--- src/rtl/iddmm_wb_split.sv ---
// IDDMM word write-back stage: splits each 2K-bit adder result into a RAM word and an upstream high part.
// Optional data-integrity checks on the discarded low word and the round-top bits: define IDDMM_WB_CHECK_EN.
module iddmm_wb_split #(
  parameter int K      = 256,
  parameter int N      = 16,
  parameter int ADDR_W = $clog2(N)
) (
  input  logic              clk,
  input  logic              rst,
  input  logic              start,
  input  logic              res_valid,
  input  logic [ADDR_W:0]   res_j,
  input  logic [2*K-1:0]    res_data,
  output logic              wr_en,
  output logic [ADDR_W-1:0] wr_addr,
  output logic [K-1:0]      wr_data,
  output logic [K-1:0]      hi_word,
  output logic              top_carry,
  output logic              round_done,
  output logic              done,
  output logic              busy,
  output logic              seq_err
);

  typedef enum logic [1:0] {IDLE, RUN, LAST} state_t;

  localparam logic [ADDR_W:0] J_N    = (ADDR_W+1)'(N);
  localparam logic [ADDR_W:0] I_LAST = (ADDR_W+1)'(N-1);

  state_t          state;
  logic [ADDR_W:0] i_cnt;
  logic [ADDR_W:0] exp_j;
  logic [ADDR_W:0] j_m1;
  logic            j_is_0;
  logic            j_is_n;
  logic            j_mid;
  logic            data_err;

  assign j_is_0 = (res_j == '0);
  assign j_is_n = (res_j == J_N);
  assign j_mid  = !j_is_0 && (res_j < J_N);
  // Result words land one address below their index (division by 2^K).
  assign j_m1   = res_j - 1'b1;

  always_comb begin
    data_err = 1'b0;
`ifdef IDDMM_WB_CHECK_EN
    if (j_is_0 && (res_data[K-1:0] != '0))
      data_err = 1'b1;
    if (j_is_n && (res_data[2*K-1:K+1] != '0))
      data_err = 1'b1;
`endif
  end

  always_ff @(posedge clk) begin
    if (rst) begin
      state      <= IDLE;
      i_cnt      <= '0;
      exp_j      <= '0;
      wr_en      <= 1'b0;
      wr_addr    <= '0;
      wr_data    <= '0;
      hi_word    <= '0;
      top_carry  <= 1'b0;
      round_done <= 1'b0;
      done       <= 1'b0;
      busy       <= 1'b0;
      seq_err    <= 1'b0;
    end else begin
      wr_en      <= 1'b0;
      round_done <= 1'b0;
      done       <= 1'b0;

      if (state == RUN && res_valid) begin
        if ((res_j != exp_j) || data_err)
          seq_err <= 1'b1;
        exp_j   <= (exp_j == J_N) ? '0 : exp_j + 1'b1;
        hi_word <= res_data[2*K-1:K];
        if (j_mid || j_is_n) begin
          wr_en   <= 1'b1;
          wr_addr <= j_m1[ADDR_W-1:0];
          wr_data <= res_data[K-1:0];
        end
        if (j_is_n) begin
          top_carry  <= res_data[K];
          round_done <= 1'b1;
          i_cnt      <= i_cnt + 1'b1;
          if (i_cnt == I_LAST)
            state <= LAST;
        end
      end

      // A restart wins over both the in-flight beat's bookkeeping and completion.
      if (start) begin
        state   <= RUN;
        i_cnt   <= '0;
        exp_j   <= '0;
        seq_err <= 1'b0;
        busy    <= 1'b1;
      end else if (state == LAST) begin
        done  <= 1'b1;
        busy  <= 1'b0;
        state <= IDLE;
      end
    end
  end

endmodule
--- config.mk ---
export PLATFORM = sky130hd
export DESIGN_NAME = iddmm_wb_split
export DESIGN_NICKNAME = d
export VERILOG_FILES = /design/src/rtl/iddmm_wb_split.sv
export SDC_FILE = /design/constraint.sdc
export NUM_CORES = 1
export LEC_CHECK = 0
export ABC_AREA = 1
export ABC_CLOCK_PERIOD_IN_PS = 3300
export CORE_AREA = 2 2 411 413
export DETAILED_ROUTE_END_ITERATION = 8
export DIE_AREA = 0 0 413 415
export DONT_BUFFER_PORTS = 1
export PLACE_DENSITY_LB_ADDON = 0.1
export SYNTH_ARGS = -nofsm -noshare
export SYNTH_HDL_FRONTEND = slang
export SYNTH_SLANG_ARGS = --single-unit
--- constraint.sdc ---
create_clock -name clk -period 3.3 [get_ports clk]
set_input_delay 0.66 -clock clk [delete_from_list [all_inputs] [get_ports clk]]
set_output_delay 0.66 -clock clk [all_outputs]
set_load 0.01 [all_outputs]
==> impl_table.tex, run 1 <==
\begin{tabular}{lr}
\hline
Metric & Value \\
\hline
\multicolumn{2}{l}{\textbf{Clock tree}} \\
\quad Maximum clock path buffer count & 3 \\
\quad Clock tree from TritonCTS & built \\
\quad Root buffer cell & sky130\_fd\_sc\_hd\_\_clkbuf\_16 \\
\quad Reg clk slew, reported paths & 0.06 ns \\
\quad Total number of clock tree sinks & 534 \\
\quad Total clock buffers created by CTS & 75 \\
\quad Number of gates resized after cts & 0 \\
\quad H-tree levels & 3 \\
\quad Insertion delay of the later-clocked pin in the worst-skew pair & 0.68 ns \\
\quad Setup repair bufs after CTS & 0 \\
\quad Hold buffer count at cts & 6 \\
\multicolumn{2}{l}{\textbf{STA}} \\
\quad Least-Margin Pin Slew & 0.931 ns \\
\quad Final-layout worst hold slack & 0.110 ns \\
\quad Final TNS setup & 0 ns \\
\quad Final setup violation count & 0 \\
\quad Number of max-slew violations in the final report & 0 \\
\quad Setup slack of the critical path after layout & 1.07 ns \\
\quad Unrepaired setup endpoints after global routing & false \\
\quad Relative slew slack & 37.3\% \\
\quad Post-route fraction of the period consumed by the critical path & 67.7\% \\
\quad Highest attainable clock frequency & 448 MHz \\
\quad Fin crit period & between 2 and 2.5 ns \\
\quad Number of hold violations in the final report & 0 \\
\quad Worst clock skew & 0.0273 ns \\
\multicolumn{2}{l}{\textbf{Floorplan}} \\
\quad Die ar. & 171,000 µm² \\
\quad Ports placed on the boundary & about 1.0k \\
\quad Site Rows & 150 \\
\quad Die X-Extent & 413 µm \\
\quad Effective utilization at floorplan & approximately 11\% \\
\quad Area of the placeable core & 167,000 µm² \\
\quad Overall die height & 415 µm \\
\multicolumn{2}{l}{\textbf{Power}} \\
\quad Power per cell area & about 700 nW/µm² \\
\quad Maximum vdd ir drop & 0.000350 V \\
\quad Leakage dissipation & between 8 and 9 nW \\
\quad Post-layout power & 16.5 mW \\
\multicolumn{2}{l}{\textbf{Yosys}} \\
\quad Top\_reg\_cell synth & sky130\_fd\_sc\_hd\_\_dfxtp\_1 \\
\quad Number of synthesized flops with an enable pin & 0 \\
\quad Syn\_nets & 2,887 \\
\quad Avg Synthesized Cell Area & about 7.8 µm² \\
\quad Syn Inst Count & 2,360 \\
\quad Commonest cells in the synthesized netlist & sky130\_fd\_sc\_hd\_\_nor2\_1, sky130\_fd\_sc\_hd\_\_dfxtp\_1, sky130\_fd\_sc\_hd\_\_o21ai\_0 \\
\quad Leading cell types by total area after synthesis & sky130\_fd\_sc\_hd\_\_dfxtp\_1, sky130\_fd\_sc\_hd\_\_nor2\_1, sky130\_fd\_sc\_hd\_\_o21ai\_0 \\
\quad Count of state elements after synthesis & 534 \\
\quad Seq/Total Area, Yosys & 57.9\% \\
\quad Cell with the most instances after synthesis & sky130\_fd\_sc\_hd\_\_nor2\_1 \\
\quad Share of synthesized flip-flops with an asynchronous set or reset & 0\% \\
\quad Ys Warns & 0 \\
\quad Area share of the largest cell type after synthesis & 57.9\% \\
\quad Distinct cells, synth & 25 \\
\quad Largest area contributor in the netlist & sky130\_fd\_sc\_hd\_\_dfxtp\_1 \\
\quad Area of the mapped netlist & 18,500 µm² \\
\multicolumn{2}{l}{\textbf{Routing}} \\
\quad Highest routed layer & met5 \\
\quad Detailed Route Iter0 Violations & 1,095 \\
\quad Total met2 wirelength after detailed routing & a little under 50,000 µm \\
\quad Average via count per standard cell & 3.47 \\
\quad Routed WL per cell & about 22 µm \\
\quad WL final & $\sim$99,000 µm \\
\quad Met3 wirelength from detailed routing & 12,100 µm \\
\quad Number of iterations in the first detailed-routing pass & 5 \\
\quad Length of routed wiring on met1 & roughly 35,000 µm \\
\quad Antenna violation net count after detailed routing & 0 \\
\quad Residual DRC & 0 \\
\quad Vias post-DR & 15.9k \\
\multicolumn{2}{l}{\textbf{GRT}} \\
\quad Vias in the first global route & around 16k \\
\quad Number of antenna violations at the first check in global routing & 38 \\
\quad Final global-route overflow total & 0 \\
\quad Maximum number of pins on one net before global-route repair & 148 \\
\quad Global-route usage over all layers & 11.1\% \\
\quad First-pass GRT wire length & 133,000 µm \\
\multicolumn{2}{l}{\textbf{Layout}} \\
\quad Final core utilization & 14.1\% \\
\quad Area growth from synthesis to final layout & 27.2\% \\
\quad Share of post-route cells with drive strength above 1 & 6.97\% \\
\quad Final cell count without fillers & 4,585 \\
\quad Net count reported at finish & between 2k and 3k \\
\quad Final Instance Area & 23,500 µm² \\
\multicolumn{2}{l}{\textbf{Setup path}} \\
\quad Worst-path maximum fanout & 147 \\
\quad Worst EP required & 3.82 ns \\
\quad Launching element type of the critical path & flip-flop \\
\quad Worst reg2reg path depth & 4 \\
\quad Category of the most critical setup path & flip-flop to flip-flop \\
\quad Worst Setup End Kind & flip-flop \\
\quad Crit path arrival time & approximately 2.8 ns \\
\multicolumn{2}{l}{\textbf{Place}} \\
\quad Final HPWL from detailed placement & 75,900 µm \\
\quad Number of input and output port buffers inserted & 0 \\
\quad Dpl cells & 4,435 \\
\quad Dpl ws & 0.490 ns \\
\quad Placer Congestion & 0.845 \\
\quad Area after detailed placement & 20,900 µm² \\
\multicolumn{2}{l}{\textbf{Run}} \\
\quad Max-cap violations & 0 \\
\multicolumn{2}{l}{\textbf{Worst hold path}} \\
\quad WHS Path Cells & 2 \\
\quad Type of the most critical hold path & input pin to flip-flop \\
\multicolumn{2}{l}{\textbf{Status}} \\
\quad Result of the run & finished clean \\
\hline
\end{tabular}
[routing by layer]
| layer | GRT usage [%] | up-vias |
|---|---|---|
| li1 | - | 7514 |
| met1 | 11.1 | 7392 |
| met2 | 19.1 | 796 |
| met3 | 5.58 | 158 |
| met4 | 4.80 | 34 |
| met5 | 0 | - |
[state kept, by name, indices dropped and copies added, names as in the netlist]
signal,cells
seq_err,1
wr_addr,4
wr_en,1
wr_data,256
exp_j,5
i_cnt,5
state,2
hi_word,256
round_done,1
top_carry,1
done,1
busy,1
[critical path: stages (launching register included)]
cell and delay, ns:
sky130_fd_sc_hd__dfxtp_1 0.41, sky130_fd_sc_hd__nand3_4 0.14, sky130_fd_sc_hd__buf_12 0.25, sky130_fd_sc_hd__o21ai_0 0.93, sky130_fd_sc_hd__nor2_1 0.08
[cell type report]
type / instances / area (µm²)
timing repair buffer: 48 / 513
clock buffer: 108 / 2200
tap: 2204 / 2760
inverter: 21 / 93.8
multi-input combinational: 1634 / 6930
antenna: 14 / 35.0
sequential: 534 / 10700
fill: 19100 / 143000
clock inverter: 22 / 270
[cells by family after synthesis]
group / share of synthesized area [%]
fa+ha+maj: 0.406
simple gates: 22.4
buf+inv: 4.62
xor+xnor: 0.190
compound gates: 14.5
flops: 57.9
[report_power, final]
part	leakage (nW)	internal, mW	switching [mW]	total [mW]
Sequential	4.37	6.81	0.531	7.34
Combinational	3.28	0.284	0.613	0.897
Clock	1.21	4.95	3.29	8.23
[cell usage in the layout, fill, tap and decap left out, drive strengths merged]
master	instances
a21oi	11
a31oi	1
buf	42
bufinv	4
clkbuf	108
clkinv	14
clkinvlp	3
dfxtp	534
diode	14
dlygate4sd3	6
ha	6
inv	22
nand2	28
nand3	7
nand3b	1
nand4	2
nor2	1047
nor3	2
nor3b	1
o21ai	522
or2	2
xnor2	1
xor2	3
[worst paths after layout]
path	start	to	slack, ns
hold / removal	res_data[79]	wr_data[79]$_SDFFE_PP0P_	0.11
hold reg to reg	i_cnt[4]$_SDFFE_PP0P_	i_cnt[4]$_SDFFE_PP0P_	0.49
setup reg to reg	state[0]$_SDFFE_PP0P_	hi_word[71]$_SDFFE_PP0P_	1.07
setup / recovery	state[0]$_SDFFE_PP0P_	hi_word[71]$_SDFFE_PP0P_	1.07
Power figures use the tool's default switching activity.
==> run 2: changes to the inputs <==
--- a/config.mk
+++ b/config.mk
@@ -6,7 +6,7 @@
 export NUM_CORES = 1
 export LEC_CHECK = 0
 export ABC_AREA = 1
-export ABC_CLOCK_PERIOD_IN_PS = 3300
+export ABC_CLOCK_PERIOD_IN_PS = 2000
 export CORE_AREA = 2 2 411 413
 export DETAILED_ROUTE_END_ITERATION = 8
 export DIE_AREA = 0 0 413 415
==> constraint.sdc (replaced) <==
create_clock -name clk -period 2 [get_ports clk]
set_input_delay 0.4 -clock clk [delete_from_list [all_inputs] [get_ports clk]]
set_output_delay 0.4 -clock clk [all_outputs]
set_load 0.01 [all_outputs]
==> run 2 against run 1 <==
Effect of this change:
- die area is the same
- final cell count grew 13%
- clock-buffer cell count grew 4
- hold slack lost 0.012 ns
- via count grew 14%
- core utilization grew 3.7 points
- largest cell class unchanged
- highest routed layer unchanged
==> impl_table.tex, run 2 (same netlist as run 1, synthesis figures left out) <==
\begin{tabular}{lr}
\hline
Metric & Value \\
\hline
\multicolumn{2}{l}{\textbf{Status}} \\
\quad Result of the run & finished clean \\
\multicolumn{2}{l}{\textbf{Power}} \\
\quad Post-layout power & 28.8 mW (+75\%) \\
\quad Power per cell area & 971 nW/µm² (+38\%) \\
\quad Maximum vdd ir drop & 0.000538 V (+54\%) \\
\quad Leakage dissipation & 11.6 nW (+31\%) \\
\multicolumn{2}{l}{\textbf{STA}} \\
\quad Relative slew slack & 65.1\% (+28 points) \\
\quad Setup slack of the critical path after layout & 0.0891 ns (-0.978 ns) \\
\quad Fin crit period & around 1.9 ns \\
\quad Worst clock skew & 0.0314 ns (+0.00404 ns) \\
\quad Number of max-slew violations in the final report & 0 (unchanged) \\
\quad Final setup violation count & 0 (unchanged) \\
\quad Highest attainable clock frequency & about 520 MHz \\
\quad Final-layout worst hold slack & 0.0983 ns (-0.0116 ns) \\
\quad Unrepaired setup endpoints after global routing & false \\
\quad Least-Margin Pin Slew & 0.518 ns (-0.413 ns) \\
\quad Post-route fraction of the period consumed by the critical path & a little over nine tenths \\
\quad Number of hold violations in the final report & 0 (unchanged) \\
\multicolumn{2}{l}{\textbf{Setup path}} \\
\quad Worst-path maximum fanout & 48 (-67\%) \\
\quad Launching element type of the critical path & input pin \\
\quad Worst Setup End Kind & flip-flop \\
\quad Crit path arrival time & 2.48 ns (-0.28 ns) \\
\quad Register-to-Register Setup Slack & 0.14 ns (-0.93 ns) \\
\quad Worst EP required & 2.57 ns (-1.25 ns) \\
\quad Category of the most critical setup path & input pin to flip-flop \\
\multicolumn{2}{l}{\textbf{Run}} \\
\quad Max-cap violations & 0 (unchanged) \\
\multicolumn{2}{l}{\textbf{Routing}} \\
\quad WL final & 101,000 µm (+1.9\%) \\
\quad Residual DRC & 0 (unchanged) \\
\quad Number of iterations in the first detailed-routing pass & 5 (unchanged) \\
\quad Routed WL per cell & 19.5 µm (-10\%) \\
\quad Antenna violation net count after detailed routing & 0 (unchanged) \\
\quad Detailed Route Iter0 Violations & 911 (-17\%) \\
\quad Average via count per standard cell & 3.49 (+0.56\%) \\
\quad Vias post-DR & 18.1k (+14\%) \\
\multicolumn{2}{l}{\textbf{Clock tree}} \\
\quad Reg clk slew, reported paths & 0.05 ns (about the same) \\
\quad Setup repair bufs after CTS & 0 (unchanged) \\
\quad H-tree levels & 3 (unchanged) \\
\quad Maximum clock path buffer count & 3 (unchanged) \\
\quad Root buffer cell & sky130\_fd\_sc\_hd\_\_clkbuf\_16 \\
\quad Total clock buffers created by CTS & 77 (+2.7\%) \\
\quad Total number of clock tree sinks & 534 (unchanged) \\
\quad Clock tree from TritonCTS & built \\
\quad Insertion delay of the later-clocked pin in the worst-skew pair & 0.66 ns (-0.02 ns) \\
\multicolumn{2}{l}{\textbf{Layout}} \\
\quad Net count reported at finish & 3,446 (+21\%) \\
\quad Leading registers by flop count & hi\_word x256, wr\_data x256 \\
\quad Layout filler cell count & 18.8k (-1.4\%) \\
\quad Most common cell after layout, fill and taps aside & sky130\_fd\_sc\_hd\_\_nor2\_1 \\
\quad Share of post-route cells with drive strength above 1 & 9.69\% (+2.7 points) \\
\quad Final core utilization & 17.8\% (+3.7 points) \\
\quad Leading cell types in the layout, fill and taps excluded & sky130\_fd\_sc\_hd\_\_nor2\_1, sky130\_fd\_sc\_hd\_\_dfxtp\_1, sky130\_fd\_sc\_hd\_\_dlygate4sd3\_1 \\
\quad Area growth from synthesis to final layout & 60.5\% \\
\multicolumn{2}{l}{\textbf{GRT}} \\
\quad Busiest metal layer after global routing & met2 \\
\quad Met2 Usage GRT & 19.8\% (+0.76 points) \\
\quad First-pass GRT wire length & 140,000 µm (+5.4\%) \\
\quad Maximum number of pins on one net before global-route repair & 62 (-58\%) \\
\quad Vias in the first global route & 18.5k (+18\%) \\
\quad Met3 Resource Use GR & 4.22\% (-1.4 points) \\
\quad Met1 Resource Use GR & 12.1\% (+1.0 points) \\
\quad Final global-route overflow total & 0 (unchanged) \\
\quad Number of antenna violations at the first check in global routing & 25 (-34\%) \\
\quad Global-route usage over all layers & 11.3\% (+0.22 points) \\
\multicolumn{2}{l}{\textbf{Place}} \\
\quad Placer Congestion & 0.834 (-1.3\%) \\
\quad Number of input and output port buffers inserted & 0 (unchanged) \\
\quad Final HPWL from detailed placement & 79,000 µm (+4.1\%) \\
\quad Dpl ws & -0.318 ns (-0.808 ns) \\
\multicolumn{2}{l}{\textbf{Worst hold path}} \\
\quad Type of the most critical hold path & input pin to flip-flop \\
\multicolumn{2}{l}{\textbf{Floorplan}} \\
\quad Overall die height & 415 µm (unchanged) \\
\quad Die ar. & 171,000 µm² (unchanged) \\
\quad Site Rows & 150 (unchanged) \\
\quad Die X-Extent & 413 µm (unchanged) \\
\quad Effective utilization at floorplan & 11.1\% (unchanged) \\
\quad Area of the placeable core & 167,000 µm² (unchanged) \\
\quad Ports placed on the boundary & 1,043 (unchanged) \\
\hline
\end{tabular}
run 2: area by class of cell:
cell class,count,area [µm²],area share [%]
sequential,534,10700,36.1
inverter,21,93.8,0.317
antenna,15,37.5,0.127
clock inverter,29,302,1.02
timing repair buffer,651,6510,22.0
clock buffer,112,2310,7.80
multi-input combinational,1634,6940,23.4
tap,2204,2760,9.30
run 2: final timing paths:
check	from	to	depth (start not counted)
max reg2reg	state[0]$_SDFFE_PP0P_	hi_word[119]$_SDFFE_PP0P_	6
max	res_j[2]	wr_addr[2]$_SDFFE_PP0P_	10
min reg2reg	i_cnt[4]$_SDFFE_PP0P_	i_cnt[4]$_SDFFE_PP0P_	2
min	res_data[432]	hi_word[176]$_SDFFE_PP0P_	3
run 2: metal layers:
layer | up-vias | wire length (µm)
met5 | - | 69
met4 | 10 | 3300
met3 | 152 | 9580
met2 | 785 | 50200
met1 | 8450 | 38100
li1 | 8729 | -
run 2: timing repair:
| item | in CTS | in global routing |
|---|---|---|
| endpoints found under the setup margin | 0 | 14 |
| resized for setup | 0 | 8 |
| hold buffers | 502 | 0 |
| endpoints found under the hold margin | 507 | 0 |
run 2: critical path: stages:
cell	delay, ns
sky130_fd_sc_hd__inv_1	0.05
sky130_fd_sc_hd__dlygate4sd3_1	0.55
sky130_fd_sc_hd__nand2_1	0.08
sky130_fd_sc_hd__nor2_2	0.11
sky130_fd_sc_hd__ha_1	0.26
sky130_fd_sc_hd__nor2_4	0.22
sky130_fd_sc_hd__buf_12	0.22
sky130_fd_sc_hd__buf_12	0.25
sky130_fd_sc_hd__o21ai_0	0.13
sky130_fd_sc_hd__a31oi_1	0.17
run 2: where the power goes:
group / leakage [nW] / internal (mW) / switching (mW) / total, mW
combinational: 5.95 / 1.28 / 1.27 / 2.55
clock: 1.28 / 8.57 / 5.54 / 14.1
sequential: 4.37 / 11.2 / 0.887 / 12.1
run 2: per-stage QoR:
step           setup TNS [ns]  std cells  instance area (µm²)
6_report                    0       5200                29600
5_1_grt                     0       5197                29600
4_1_cts                     0       5185                29600
3_5_place_dp           -37.75       4542                21900
3_3_place_gp           -37.05       4542                21900
2_1_floorplan               0       2360                18500
==> run 3: changes to the inputs <==
--- a/config.mk
+++ b/config.mk
@@ -5,11 +5,10 @@
 export SDC_FILE = /design/constraint.sdc
 export NUM_CORES = 1
 export LEC_CHECK = 0
-export ABC_AREA = 1
 export ABC_CLOCK_PERIOD_IN_PS = 2000
-export CORE_AREA = 2 2 411 413
+export CORE_AREA = 2 2 412 414
 export DETAILED_ROUTE_END_ITERATION = 8
-export DIE_AREA = 0 0 413 415
+export DIE_AREA = 0 0 414 416
 export DONT_BUFFER_PORTS = 1
 export PLACE_DENSITY_LB_ADDON = 0.1
 export SYNTH_ARGS = -nofsm -noshare
==> run 3 against run 2 <==
Effect of this change:
- the flow now finishes with violations (negative hold slack, max-slew violations, negative setup slack)
- hold slack got worse by 0.24 ns
- critical endpoint is now wr_data[185]$_SDFFE_PP0P_
- clock skew is 0.0064 ns lower
- highest routed layer unchanged
- sequential cell count unchanged
- synthesized cell count decreased by 0.93%
- critical path depth decreased by 8
- sequential share of layout area decreased by 0.20 points
- global-route usage down 0.78 points
- largest cell class unchanged
==> impl_table.tex, run 3 <==
\begin{tabular}{lr}
\hline
Metric & Value \\
\hline
\multicolumn{2}{l}{\textbf{Yosys}} \\
\quad Share of synthesized flip-flops with an asynchronous set or reset & 0\% (unchanged) \\
\quad Syn\_nets & 2,865 (-0.76\%) \\
\quad Area share of the largest cell type after synthesis & 57.5\% (-0.39 points) \\
\quad Top\_reg\_cell synth & sky130\_fd\_sc\_hd\_\_dfxtp\_1 \\
\quad Syn Inst Count & 2,338 (-0.93\%) \\
\quad Leading cell types by total area after synthesis & sky130\_fd\_sc\_hd\_\_dfxtp\_1, sky130\_fd\_sc\_hd\_\_nand2\_1, sky130\_fd\_sc\_hd\_\_a21oi\_1 \\
\quad Number of synthesized flops with an enable pin & 0 (unchanged) \\
\quad Parity-gate share of the synthesized area counting xor and xnor cells & 0.330\% (+0.14 points) \\
\quad Largest area contributor in the netlist & sky130\_fd\_sc\_hd\_\_dfxtp\_1 \\
\quad Count of state elements after synthesis & 534 (unchanged) \\
\quad Distinct cells, synth & 32 (+28\%) \\
\quad Ys Warns & 0 (unchanged) \\
\quad Cell with the most instances after synthesis & sky130\_fd\_sc\_hd\_\_nand2\_1 \\
\quad Post-Synth Simple-Gate Area & 22.0\% (-0.37 points) \\
\quad Fraction of the mapped netlist area in compound gates & 14.7\% (+0.25 points) \\
\quad Seq/Total Area, Yosys & 57.5\% (-0.39 points) \\
\quad Proportion of synthesized area in mux cells & 0\% (unchanged) \\
\quad Largest family of logic cells by synthesized area & simple AND/OR/NAND/NOR gates \\
\quad Post-synthesis adder-cell area fraction & 0.404\% (-0.0027 points) \\
\quad Commonest cells in the synthesized netlist & sky130\_fd\_sc\_hd\_\_nand2\_1, sky130\_fd\_sc\_hd\_\_dfxtp\_1, sky130\_fd\_sc\_hd\_\_a21oi\_1 \\
\quad Area of the mapped netlist & 18,600 µm² (+0.68\%) \\
\quad Avg Synthesized Cell Area & 7.95 µm² (+1.6\%) \\
\multicolumn{2}{l}{\textbf{Place}} \\
\quad Placer Congestion & 0.807 (-3.2\%) \\
\quad Final HPWL from detailed placement & 70,000 µm (-11\%) \\
\quad Number of input and output port buffers inserted & 0 (unchanged) \\
\quad Dpl cells & 4,453 (-2.0\%) \\
\multicolumn{2}{l}{\textbf{Clock tree}} \\
\quad Root buffer cell & sky130\_fd\_sc\_hd\_\_clkbuf\_16 \\
\quad Maximum clock path buffer count & 3 (unchanged) \\
\quad Total number of clock tree sinks & 534 (unchanged) \\
\quad Total clock buffers created by CTS & 74 (-3.9\%) \\
\quad Insertion delay of the later-clocked pin in the worst-skew pair & 0.66 ns (about the same) \\
\quad H-tree levels & 3 (unchanged) \\
\quad Clock tree from TritonCTS & built \\
\quad Reg clk slew, reported paths & 0.06 ns (about the same) \\
\multicolumn{2}{l}{\textbf{Setup path}} \\
\quad Stages on the worst setup path & 2 (-8) \\
\quad Register-to-Register Setup Slack & 0 ns (-0.14 ns) \\
\quad Crit path arrival time & 3.45 ns (+0.97 ns) \\
\quad Source of the worst register-to-register timing path & state[1]\$\_SDFFE\_PP0P\_ \\
\quad Worst Setup End Kind & flip-flop \\
\quad Endpoint of the lowest-slack register-to-register path & wr\_data[96]\$\_SDFFE\_PP0P\_ \\
\quad Worst EP required & 2.60 ns (+0.03 ns) \\
\quad Worst setup path end & wr\_data[185]\$\_SDFFE\_PP0P\_ \\
\quad Worst-path maximum fanout & 522 (+990\%) \\
\quad Slowest cell on the critical path & sky130\_fd\_sc\_hd\_\_a21oi\_1 \\
\quad Cells along the critical path & a21oi\_1 > dlygate4sd3\_1 \\
\quad Sum of buffers and inverters on the critical path & 1 (-3) \\
\quad Category of the most critical setup path & input pin to flip-flop \\
\quad Top cell family by delay on the critical path & compound AO/OA/AOI/OAI gates \\
\quad Worst reg2reg path depth & 7 (+1) \\
\quad CP Launch Point & rst \\
\quad Launching element type of the critical path & input pin \\
\quad Slowest cell delay on critical path & 0.83 ns (+0.28 ns) \\
\multicolumn{2}{l}{\textbf{Power}} \\
\quad Power per cell area & 924 nW/µm² (-4.8\%) \\
\quad Comb pwr share & 7.3\% (-1.6 points) \\
\quad Post-layout power & 27.6 mW (-4.2\%) \\
\quad Net switching share of the total power & 25.0\% (-1.7 points) \\
\quad Sequential Power Share & 42.0\% (about the same) \\
\quad Relative contribution of the clock network to total power & 50.7\% (+1.7 points) \\
\quad Maximum vdd ir drop & 0.000557 V (+3.5\%) \\
\quad Leakage dissipation & 10.7 nW (-7.4\%) \\
\quad Power dissipated by switching net loads & 6.90 mW (-10\%) \\
\quad Internal Dissipation & 20.7 mW (-2.0\%) \\
\multicolumn{2}{l}{\textbf{Floorplan}} \\
\quad Site Rows & 151 (+0.67\%) \\
\quad Overall die height & 416 µm (+0.24\%) \\
\quad Area of the placeable core & 168,000 µm² (+0.89\%) \\
\quad Effective utilization at floorplan & 11.1\% (-0.024 points) \\
\quad Die ar. & 172,000 µm² (+0.48\%) \\
\quad Ports placed on the boundary & 1,043 (unchanged) \\
\quad Die X-Extent & 414 µm (+0.24\%) \\
\multicolumn{2}{l}{\textbf{STA}} \\
\quad Unrepaired setup endpoints after global routing & true \\
\quad Least-Margin Pin Slew & 3.45 ns (+2.94 ns) \\
\quad Highest attainable clock frequency & 351 MHz (-33\%) \\
\quad Post-route fraction of the period consumed by the critical path & 142\% (+47 points) \\
\quad Fin crit period & 2.85 ns (+0.936 ns) \\
\quad Relative slew slack & -130\% (-200 points) \\
\quad Worst clock skew & 0.0249 ns (-0.00641 ns) \\
\quad Final TNS setup & -48.27 ns (-48.27 ns) \\
\quad Number of hold violations in the final report & 37 (+37) \\
\quad Final setup violation count & 159 (+159) \\
\quad Number of max-slew violations in the final report & 450 (+450) \\
\quad Setup slack of the critical path after layout & -0.847 ns (-0.936 ns) \\
\quad Final-layout worst hold slack & -0.138 ns (-0.237 ns) \\
\multicolumn{2}{l}{\textbf{Routing}} \\
\quad Routed WL per cell & 18.5 µm (-4.8\%) \\
\quad Detailed Route Iter0 Violations & 802 (-12\%) \\
\quad Average via count per standard cell & 3.49 (about the same) \\
\quad WL final & 95,800 µm (-5.4\%) \\
\quad Number of iterations in the first detailed-routing pass & 5 (unchanged) \\
\quad Vias post-DR & 18.0k (-0.66\%) \\
\quad Antenna violation net count after detailed routing & 0 (unchanged) \\
\quad Residual DRC & 0 (unchanged) \\
\multicolumn{2}{l}{\textbf{Layout}} \\
\quad Layout filler cell count & 19.0k (+1.1\%) \\
\quad Final cell count without fillers & 5,166 (-0.65\%) \\
\quad Area growth from synthesis to final layout & 60.4\% (about the same) \\
\quad Net count reported at finish & 3,408 (-1.1\%) \\
\quad Leading cell types in the layout, fill and taps excluded & sky130\_fd\_sc\_hd\_\_nand2\_1, sky130\_fd\_sc\_hd\_\_dfxtp\_1, sky130\_fd\_sc\_hd\_\_dlygate4sd3\_1 \\
\quad Share of post-route cells with drive strength above 1 & 7.68\% (-2.0 points) \\
\quad Leading registers by flop count & hi\_word x256, wr\_data x256 \\
\quad Most common cell after layout, fill and taps aside & sky130\_fd\_sc\_hd\_\_nand2\_1 \\
\multicolumn{2}{l}{\textbf{GRT}} \\
\quad Vias in the first global route & 18.5k (-0.10\%) \\
\quad Maximum number of pins on one net before global-route repair & 523 (+740\%) \\
\quad Global-route usage over all layers & 10.5\% (-0.78 points) \\
\quad Number of antenna violations at the first check in global routing & 13 (-48\%) \\
\quad Final global-route overflow total & 0 (unchanged) \\
\quad First-pass GRT wire length & 133,000 µm (-5.2\%) \\
\multicolumn{2}{l}{\textbf{Run}} \\
\quad Max-cap violations & 0 (unchanged) \\
\multicolumn{2}{l}{\textbf{Status}} \\
\quad Result of the run & finished, violations left \\
\quad Violations in the final reports & negative hold slack, max-slew violations, negative setup slack \\
\multicolumn{2}{l}{\textbf{Worst hold path}} \\
\quad Type of the most critical hold path & input pin to flip-flop \\
\hline
\end{tabular}
## run 3: changes by cell type in the layout (fill, tap and decap cells not counted), sizes merged, moves of 25 or more
cell,previous run,this run
dlygate4sd3,502,527
a21oi,11,524
nand2,28,1031
nor2,1047,9
dlymetal6s4s,0,27
buf,149,85
o21ai,522,6
## run 3: per-layer routing
metal	GRT usage [%]	part of all wire [%]	vias up
met3	4.56	9.4	146
li1	-	-	8646
met2	19.1	52	687
met1	10.4	36	8522
met4	4.49	3.3	6
met5	0	0.038	-
## run 3: kinds of logic after synthesis
kind of cell,count (synthesis)
and+or+nand+nor,1066
DFF,534
AOI/OAI and AO/OA,541
xor gates and xnor gates,7
buffers and inverters,184
adders and majority gates,6
## run 3: worst min path at each step
stage                               from                   endpoint  slack [ns]  depth (start not counted)
6_report                             rst  hi_word[135]$_SDFFE_PP0P_       -0.14                          1
5_1_grt                              rst  hi_word[135]$_SDFFE_PP0P_       -0.22                          1
4_1_cts                              rst  hi_word[135]$_SDFFE_PP0P_       -0.24                          1
3_5_place_dp   hi_word[235]$_SDFFE_PP0P_  hi_word[235]$_SDFFE_PP0P_        0.46                          2
3_3_place_gp       i_cnt[3]$_SDFFE_PP0P_      i_cnt[3]$_SDFFE_PP0P_        0.46                          2
2_1_floorplan      i_cnt[3]$_SDFFE_PP0P_      i_cnt[3]$_SDFFE_PP0P_        0.45                          2
## run 3: through the flow
stage	hold slack, ns	cell area [µm²]	utilization (%)	setup slack [ns]
2_1_floorplan	0.448	18600	-	0.0647
3_3_place_gp	0.462	21300	12.7	-0.284
3_5_place_dp	0.465	21300	12.7	-0.248
4_1_cts	-0.238	29100	17.3	0.0162
5_1_grt	-0.222	29800	17.7	-0.0356
6_report	-0.138	29800	17.7	-0.847
## run 3: timing repair
| item | CTS | global route |
|---|---|---|
| resized for setup | 0 | 48 |
| buffers inserted | 0 | 11 |
| endpoints found under the hold margin | 521 | 201 |
| setup endpoints to repair | 0 | 85 |
| hold buffers | 523 | 36 |
## run 3: power groups by stage
stage	Combinational (mW)	Sequential, mW	Clock [mW]
5_1_grt	2.20	11.6	15.0
2_1_floorplan	0.858	11.6	0
3_5_place_dp	1.06	11.8	0
4_1_cts	1.91	11.6	14.6
3_3_place_gp	1.03	11.8	0
6_report	2.00	11.6	14.0
## run 3: layout make-up
class | instances | area (µm²) | share of cell area [%]
flip-flops and latches | 534 | 10700 | 35.9
inverters | 7 | 26.3 | 0.0881
well taps | 2218 | 2780 | 9.31
repair buffers | 644 | 6730 | 22.6
multi-input cells | 1620 | 7020 | 23.5
clock inverters | 29 | 370 | 1.24
clock buffers | 107 | 2190 | 7.34
diodes | 7 | 17.5 | 0.0587
